[config.mk]
export PLATFORM = sky130hd
export DESIGN_NAME = instr_decode_pipe
export DESIGN_NICKNAME = d
export VERILOG_FILES = /design/src/rtl/instr_decode_pipe.sv
export SDC_FILE = /design/constraint.sdc
export NUM_CORES = 1
export LEC_CHECK = 0
export CAP_MARGIN = 20
export CORE_ASPECT_RATIO = 1.2
export CORE_MARGIN = 2
export CORE_UTILIZATION = 40
export CTS_CLUSTER_DIAMETER = 100
export DETAILED_ROUTE_END_ITERATION = 16
export PLACE_DENSITY = 0.76
export REMOVE_ABC_BUFFERS = 1
export SLEW_MARGIN = 20
export SYNTH_ARGS = -nofsm -noshare
export SYNTH_HDL_FRONTEND = slang
export SYNTH_SLANG_ARGS = --single-unit
[constraint.sdc]
create_clock -name clock -period 1.9 [get_ports clock]
set_input_delay 0.285 -clock clock [delete_from_list [all_inputs] [get_ports clock]]
set_output_delay 0.285 -clock clock [all_outputs]
set_load 0.02 [all_outputs]
[src/rtl/instr_decode_pipe.sv]
// Pipelined instruction decoder with valid/ready handshakes and a per-register busy scoreboard.
// Optional stall counter output is built when DECODE_STALL_CNT_EN is defined.
module instr_decode_pipe #(
  parameter int INSTR_W = 16,
  parameter int OPC_W   = 5,
  parameter int REG_W   = 3,
  parameter int IMM_W   = 9
) (
  input  logic                  clock,
  input  logic                  reset,
  input  logic                  enable,
  input  logic                  in_valid,
  output logic                  in_ready,
  input  logic [INSTR_W-1:0]    instr,
  output logic                  out_valid,
  input  logic                  out_ready,
  output logic [OPC_W-1:0]      aluopcode,
  output logic [REG_W-1:0]      writereg,
  output logic [REG_W-1:0]      readreg1,
  output logic [REG_W-1:0]      readreg2,
  output logic [IMM_W-1:0]      imme,
  output logic                  regen,
  output logic                  use_rs2,
  input  logic                  wb_valid,
  input  logic [REG_W-1:0]      wb_reg,
  output logic [2**REG_W-1:0]   busy
`ifdef DECODE_STALL_CNT_EN
  ,
  output logic [15:0]           stall_cnt
`endif
);

  localparam int NREGS = 2**REG_W;

  logic [OPC_W-1:0] opc_s;
  logic [REG_W-1:0] rd_s;
  logic [REG_W-1:0] rs1_s;
  logic [REG_W-1:0] rs2_s;
  logic [IMM_W-1:0] imm_s;
  logic             regen_s;
  logic             use_rs2_s;
  logic [NREGS-1:0] clr_mask_s;
  logic [NREGS-1:0] set_mask_s;
  logic [NREGS-1:0] busy_eff_s;
  logic             hazard_s;
  logic             in_ready_s;
  logic             accept_s;
  logic             retire_s;

  logic             out_valid_r;
  logic [OPC_W-1:0] opc_r;
  logic [REG_W-1:0] rd_r;
  logic [REG_W-1:0] rs1_r;
  logic [REG_W-1:0] rs2_r;
  logic [IMM_W-1:0] imm_r;
  logic             regen_r;
  logic             use_rs2_r;
  logic [NREGS-1:0] busy_r;

  assign opc_s = instr[INSTR_W-1 -: OPC_W];
  assign rd_s  = instr[INSTR_W-OPC_W-1 -: REG_W];
  assign rs1_s = instr[INSTR_W-OPC_W-REG_W-1 -: REG_W];
  assign rs2_s = instr[INSTR_W-OPC_W-2*REG_W-1 -: REG_W];
  assign imm_s = instr[IMM_W-1:0];

  // Decode classes, hazard check against the bypassed scoreboard, and handshake qualifiers.
  always_comb begin
    regen_s   = (opc_s != {OPC_W{1'b1}});
    use_rs2_s = ~opc_s[OPC_W-1];
    if (wb_valid) begin
      clr_mask_s = {{(NREGS-1){1'b0}}, 1'b1} << wb_reg;
    end else begin
      clr_mask_s = {NREGS{1'b0}};
    end
    // A writeback landing this cycle already frees its register for the hazard check.
    busy_eff_s = busy_r & ~clr_mask_s;
    hazard_s   = busy_eff_s[rs1_s] | (use_rs2_s & busy_eff_s[rs2_s]) | (regen_s & busy_eff_s[rd_s]);
    in_ready_s = enable & ~reset & ~hazard_s & (~out_valid_r | out_ready);
    accept_s   = in_valid & in_ready_s;
    retire_s   = out_valid_r & out_ready & enable;
    if (accept_s & regen_s) begin
      set_mask_s = {{(NREGS-1){1'b0}}, 1'b1} << rd_s;
    end else begin
      set_mask_s = {NREGS{1'b0}};
    end
  end

  // Output bundle registers and busy scoreboard; set beats clear on the same register.
  always_ff @(posedge clock) begin
    if (reset) begin
      out_valid_r <= 1'b0;
      opc_r       <= {OPC_W{1'b0}};
      rd_r        <= {REG_W{1'b0}};
      rs1_r       <= {REG_W{1'b0}};
      rs2_r       <= {REG_W{1'b0}};
      imm_r       <= {IMM_W{1'b0}};
      regen_r     <= 1'b0;
      use_rs2_r   <= 1'b0;
      busy_r      <= {NREGS{1'b0}};
    end else begin
      busy_r <= (busy_r & ~clr_mask_s) | set_mask_s;
      if (accept_s) begin
        out_valid_r <= 1'b1;
        opc_r       <= opc_s;
        rd_r        <= rd_s;
        rs1_r       <= rs1_s;
        rs2_r       <= rs2_s;
        imm_r       <= imm_s;
        regen_r     <= regen_s;
        use_rs2_r   <= use_rs2_s;
      end else if (retire_s) begin
        out_valid_r <= 1'b0;
      end else begin
        out_valid_r <= out_valid_r;
      end
    end
  end

`ifdef DECODE_STALL_CNT_EN
  logic [15:0] stall_cnt_r;

  // Saturating count of cycles an offered instruction is held back by a hazard.
  always_ff @(posedge clock) begin
    if (reset) begin
      stall_cnt_r <= 16'h0000;
    end else if (in_valid & enable & hazard_s & (stall_cnt_r != 16'hFFFF)) begin
      stall_cnt_r <= stall_cnt_r + 16'h0001;
    end else begin
      stall_cnt_r <= stall_cnt_r;
    end
  end

  assign stall_cnt = stall_cnt_r;
`endif

  assign in_ready  = in_ready_s;
  assign out_valid = out_valid_r;
  assign aluopcode = opc_r;
  assign writereg  = rd_r;
  assign readreg1  = rs1_r;
  assign readreg2  = rs2_r;
  assign imme      = imm_r;
  assign regen     = regen_r;
  assign use_rs2   = use_rs2_r;
  assign busy      = busy_r;

endmodule

Word level (Yosys, flattened, before mapping)
Index checks and enable logic that the tools add are counted.
Operators by class
  magnitude comparators: 3
  equal/unequal tests: 1
  shifts and indexed selects: 2
  mux-type cells: 10
  bitwise gates (word level): 19
  reductions and logical operators: 1
Operator list (count)
  2-to-1 mux 8 bit: 2
  left shift 1 x 3 -> 8 bit, first input constant: 2
  < comparator 3 x 4 -> 1 bit, second input constant: 3
  bitwise AND 1 bit: 9
  binary-select mux 1 bit (select 3 bit): 3
  bitwise AND 8 bit: 1
  inverter 8 bit: 1
  OR 8 bit: 1
  2-to-1 mux 1 bit: 5
  != test 5 bit, second input constant: 1
  inverter 1 bit: 4
  OR 1 bit: 3
  nonzero test 2 bit: 1
Word-level totals
  bits in registers: 34
  output and inout bits: 35
  word-level logic and storage cells: 45

Logic depth before layout (Yosys ltp)
  depth in word-level cells: 16
  mapped depth: 9
  depth with buffers taken out: 6

Worst setup path before layout
No wires, ideal clock.
  path kind: input port to output port
  from: in wb_reg[0]
  to: out in_ready
  arrival time: 1.803 ns
  data required time: 1.615 ns
  setup slack: -0.188 ns
  stages on the path: 6
  path buffers: 1
  cell sequence: or4b_4 -> a32o_1 -> a211oi_2 -> o32a_2 -> buf_6 -> and3_4
On the way
  longest elaborated chain between the ends: 12
  elaborated cells on any way between the ends: 17
Ends and longest elaborated chain
  start: declaration: RTL line 25  | input logic [REG_W-1:0] wb_reg,
  left shift 1 x 3 -> 8 bit (*): RTL line 71  | clr_mask_s = {{(NREGS-1){1'b0}}, 1'b1} << wb_reg;
  2-to-1 mux 8 bit (*): RTL line 70  | if (wb_valid) begin
  inverter 8 bit (*): RTL line 76  | busy_eff_s = busy_r & ~clr_mask_s;
  bitwise AND 8 bit (*): RTL line 76
  binary-select mux 1 bit (select 3 bit): RTL line 77  | hazard_s = busy_eff_s[rs1_s] | (use_rs2_s & busy_eff_s[rs2_s]) | (regen_s & busy_eff_s[rd_s]);
  2-to-1 mux 1 bit (implied by the code): RTL line 77
  bitwise AND 1 bit: RTL line 77
  OR 1 bit: RTL line 77
  OR 1 bit (*): RTL line 77
  inverter 1 bit (*): RTL line 78  | in_ready_s = enable & ~reset & ~hazard_s & (~out_valid_r | out_ready);
  bitwise AND 1 bit (*) (2 in a row): RTL line 78
  end: declaration: RTL line 13  | output logic in_ready,
Mark *: on every way between the ends. The rest lies on a longest branch, timed or not. The select of a mux whose other input is x is not followed.

Worst setup path in the final report
  from: in wb_reg[2]
  to: out in_ready
Same word-level chain as after synthesis.

==> summary.log <==
INFO  setup_path     worstRegToRegCells=7
INFO  layout         final_layout_size_suffix_gt1_share=46.21%
INFO  setup_path     cp_data_required_time=1.62ns
INFO  clock_network  cts_inserted_buffers=3
INFO  setup_path     worstPathMaxFanout=2
INFO  logic_synthesis synth_sequential_area_ratio=32.53%
INFO  sta            rsz0062_at_grt=yes
INFO  setup_path     r2r_setup_slack=-0.16ns
INFO  clock_network  worst_setup_hold_path_clk_slew=0.11ns
INFO  setup_path     worstSetupPathType=input pin to output pin
INFO  placement      place_area=2589squm
INFO  clock_network  clkSinkCount=27
INFO  flow_run       cap_viol_max_count=0
INFO  global_route   via_count_of_the_first_global_routing_pass=1876
INFO  hold_path      hp-start=instr[14]
INFO  sta            worst-slew-pin-transition=0.4290ns
INFO  floorplan      fp.dieW=62.84microns
INFO  sta            max_freq=456.2MHz
INFO  sta            hold_slack=0.3157ns
INFO  routing        drc_violations_left=0
INFO  routing        detail_route.first_pass.iterations=4
INFO  clock_network  clock_path_buffers=2
INFO  placement      hpwlAfterDp=3923microns
INFO  setup_path     cp.arrival=1.91ns
INFO  global_route   track_usage=24.52%
INFO  power_and_ir_drop irDropWorstVdd=403.0uV
INFO  sta            finalWorstPathRequiredPeriod=2.192ns
INFO  routing        starting_drc_count_in_detailed_routing=104
INFO  logic_synthesis number_of_cells_produced_by_synthesis=186
INFO  placement      portBuffers=59
INFO  layout         design_area=2978squm
INFO  global_route   gr-total-overflow=0
INFO  logic_synthesis yosysWarningCount=0
INFO  hold_path      min_path_cells=3
INFO  clock_network  clock_tree.htree_level_count=1
INFO  layout         nets=316
INFO  logic_synthesis synth_cell_types=47
INFO  logic_synthesis synthArstFlopShare=0%
INFO  hold_path      worst_hold_path.endpoint=aluopcode[3]
INFO  power_and_ir_drop power_per_cell_area=465.7nW/um^2
INFO  setup_path     crit_start=wb_reg[2]
INFO  floorplan      core=3973squm
INFO  sta            post-route-worst-setup-slack=-0.2919ns
INFO  layout         fillerInstances=281
INFO  power_and_ir_drop static-leakage-power=0.001079uW
INFO  logic_synthesis syn_area_per_cell=8.933squm
INFO  placement      routabilityCongestion=0.9111
INFO  sta            final.setup_skew=0.007835ns
INFO  floorplan      num_io_pins=60
INFO  floorplan      floorplan.die_area=4687squm
INFO  global_route   grt_first_pass_wirelength=8942microns
INFO  logic_synthesis synth-edff-count=0
INFO  logic_synthesis syn-cell-area=1662squm
INFO  floorplan      die_height=74.60microns
INFO  clock_network  cts.root.buffer_cell=clkbuf_8
INFO  global_route   number_of_antenna_violations_at_the_first_check_in_global_routing=0
INFO  layout         antenna_cells=0
INFO  run_status     violations_in_the_final_reports=negative setup slack
INFO  placement      dp_worst_setup_slack=-1.093ns
INFO  setup_path     critical_path.reg2reg.endpoint=readreg1[1]
INFO  sta            report.final.slew_viol_count=0
INFO  layout         area_growth=79.22%
INFO  setup_path     rr_startpoint=busy[2]
INFO  routing        post_drt_via_cell_ratio=5.884
INFO  setup_path     worst_setup_path_start_kind=input pin
INFO  power_and_ir_drop total_power=1387uW
INFO  routing        ant_nets=0
INFO  sta            maxSlewHeadroom=71.40%
INFO  setup_path     worstSetupEndpointType=output pin
INFO  clock_network  ctsHoldBuffers=0
INFO  logic_synthesis number_of_storage_elements_in_the_synthesis_netlist=27
INFO  floorplan      initial_utilization=41.83%
INFO  clock_network  worstSkewPairLatency=0.29ns
INFO  run_status     run_status=finished with violations
INFO  routing        vias=2024
INFO  routing        finalWirelength=6434microns
INFO  floorplan      num_rows=25
INFO  sta            finalSetupViolations=28
INFO  logic_synthesis synth_flop_cell=dfxtp_1
INFO  sta            tns=-3.677ns
INFO  sta            final_hold_viol_count=0
INFO  routing        routed_wire_length_per_instance=18.70microns
INFO  clock_network  cts_tree=yes
INFO  hold_path      worstHoldPathType=input pin to register
INFO  global_route   maximum_number_of_pins_on_one_net_before_global_route_repair=30
INFO  sta            post-route-period-util=115.4%
==> routing by layer <==
metal / routed length, microns / part of all wire [%] / global-route usage, %
met1: 2500 / 39 / 28.44
met2: 3315 / 52 / 46.12
met3: 395 / 6.1 / 4.236
met4: 222 / 3.5 / 8.395
met5: 0 / 0 / 0
==> sequential cells by signal, summed over array words and instances, names as in the netlist <==
register   cells
imme           4
out_valid      1
regen          1
aluopcode      5
writereg       3
readreg2       2
readreg1       2
use_rs2        1
busy           8
==> through the flow <==
stage | util (%) | std cells
after global placement | 65.17 | 334
after detailed placement | 65.17 | 334
after CTS | 71.12 | 345
after floorplan | - | 166
after global routing | 74.96 | 344
final | 74.96 | 344
==> layout by cell type, fill, tap and decap left out, types with 3 or more instances in the layout <==
| cell type | count |
|---|---|
| inv_1 | 4 |
| and3_4 | 3 |
| dlygate4sd2_1 | 6 |
| a21oi_1 | 4 |
| nand4bb_1 | 3 |
| dfxtp_1 | 26 |
| clkbuf_8 | 3 |
| o22ai_2 | 6 |
| nor2b_1 | 7 |
| o21ai_2 | 15 |
| nand2_1 | 10 |
| o32ai_2 | 3 |
| nor2_1 | 3 |
| nand4b_1 | 8 |
| a21oi_2 | 13 |
| nand3_1 | 12 |
| clkdlybuf4s50_1 | 45 |
| nand3_2 | 9 |
| nand4_1 | 3 |
| buf_6 | 16 |
| buf_4 | 46 |
==> cell families (layout without fill, tap and decap cells) <==
kind of cell / count (synthesis) / after routing / share of synthesized area (%)
compound gates: 61 / 61 / 27.64
mux: 2 / 2 / 2.259
flops: 27 / 27 / 32.53
simple gates: 72 / 72 / 28.01
buf+inv: 24 / 128 / 9.563
==> worst max-delay path by stage <==
stage | end | slack (ns) | depth (start not counted)
6_report | in_ready | -0.29 | 7
3_5_place_dp | in_ready | -1.09 | 7
2_1_floorplan | readreg1[1] | -0.42 | 6
5_1_grt | in_ready | -0.33 | 7
3_3_place_gp | in_ready | -1.06 | 7
4_1_cts | in_ready | -0.22 | 7
==> critical path, stage by stage <==
cell	delay, ns
buf_6	0.09
or4b_4	0.53
a32o_1	0.24
a211oi_2	0.27
o32a_2	0.19
and3_4	0.19
buf_6	0.11
==> where the power goes <==
group | total (uW) | switching (uW) | internal (uW)
Clock | 359 | 209 | 150
Sequential | 597 | 13.0 | 584
Combinational | 431 | 218 | 213
==> cell usage after synthesis, types with 2 or more instances <==
cell / instances / area [sq um]
a21oi_1: 16 / 80.08
a311oi_1: 2 / 17.52
a32o_1: 2 / 20.02
a32oi_1: 2 / 17.52
and3_1: 4 / 25.02
and4b_1: 2 / 20.02
buf_2: 3 / 15.01
buf_4: 9 / 67.56
buf_6: 2 / 22.52
clkbuf_1: 5 / 18.77
dfxtp_1: 27 / 540.5
inv_1: 4 / 15.01
nand2_1: 10 / 37.54
nand3_1: 21 / 105.1
nand3b_1: 2 / 15.01
nand4_1: 3 / 18.77
nand4b_1: 8 / 70.07
nand4bb_1: 3 / 33.78
nor2_1: 3 / 11.26
nor2b_1: 8 / 50.05
o21ai_0: 15 / 75.07
o21ai_1: 2 / 10.01
o22ai_2: 6 / 75.07
o32ai_1: 3 / 26.28
o32ai_2: 2 / 32.53
==> what timing repair did <==
item                       in CTS  in global routing
pin swaps                      39                 22
gates cloned                    1                  1
gates resized for setup        83                 34
setup endpoints to repair      28                 28
setup buffers                  21                  1
==> cell type report <==
class	instances	area, sq um	share of cell area (%)
flip-flops and latches	27	541.8	18.19
inverters	4	15.01	0.5042
clock buffers	3	41.29	1.387
multi-input cells	135	1176	39.50
clock inverters	1	7.507	0.2521
well taps	54	67.56	2.269
repair buffers	120	1129	37.90
No activity file was read; power rests on OpenSTA's default activity.
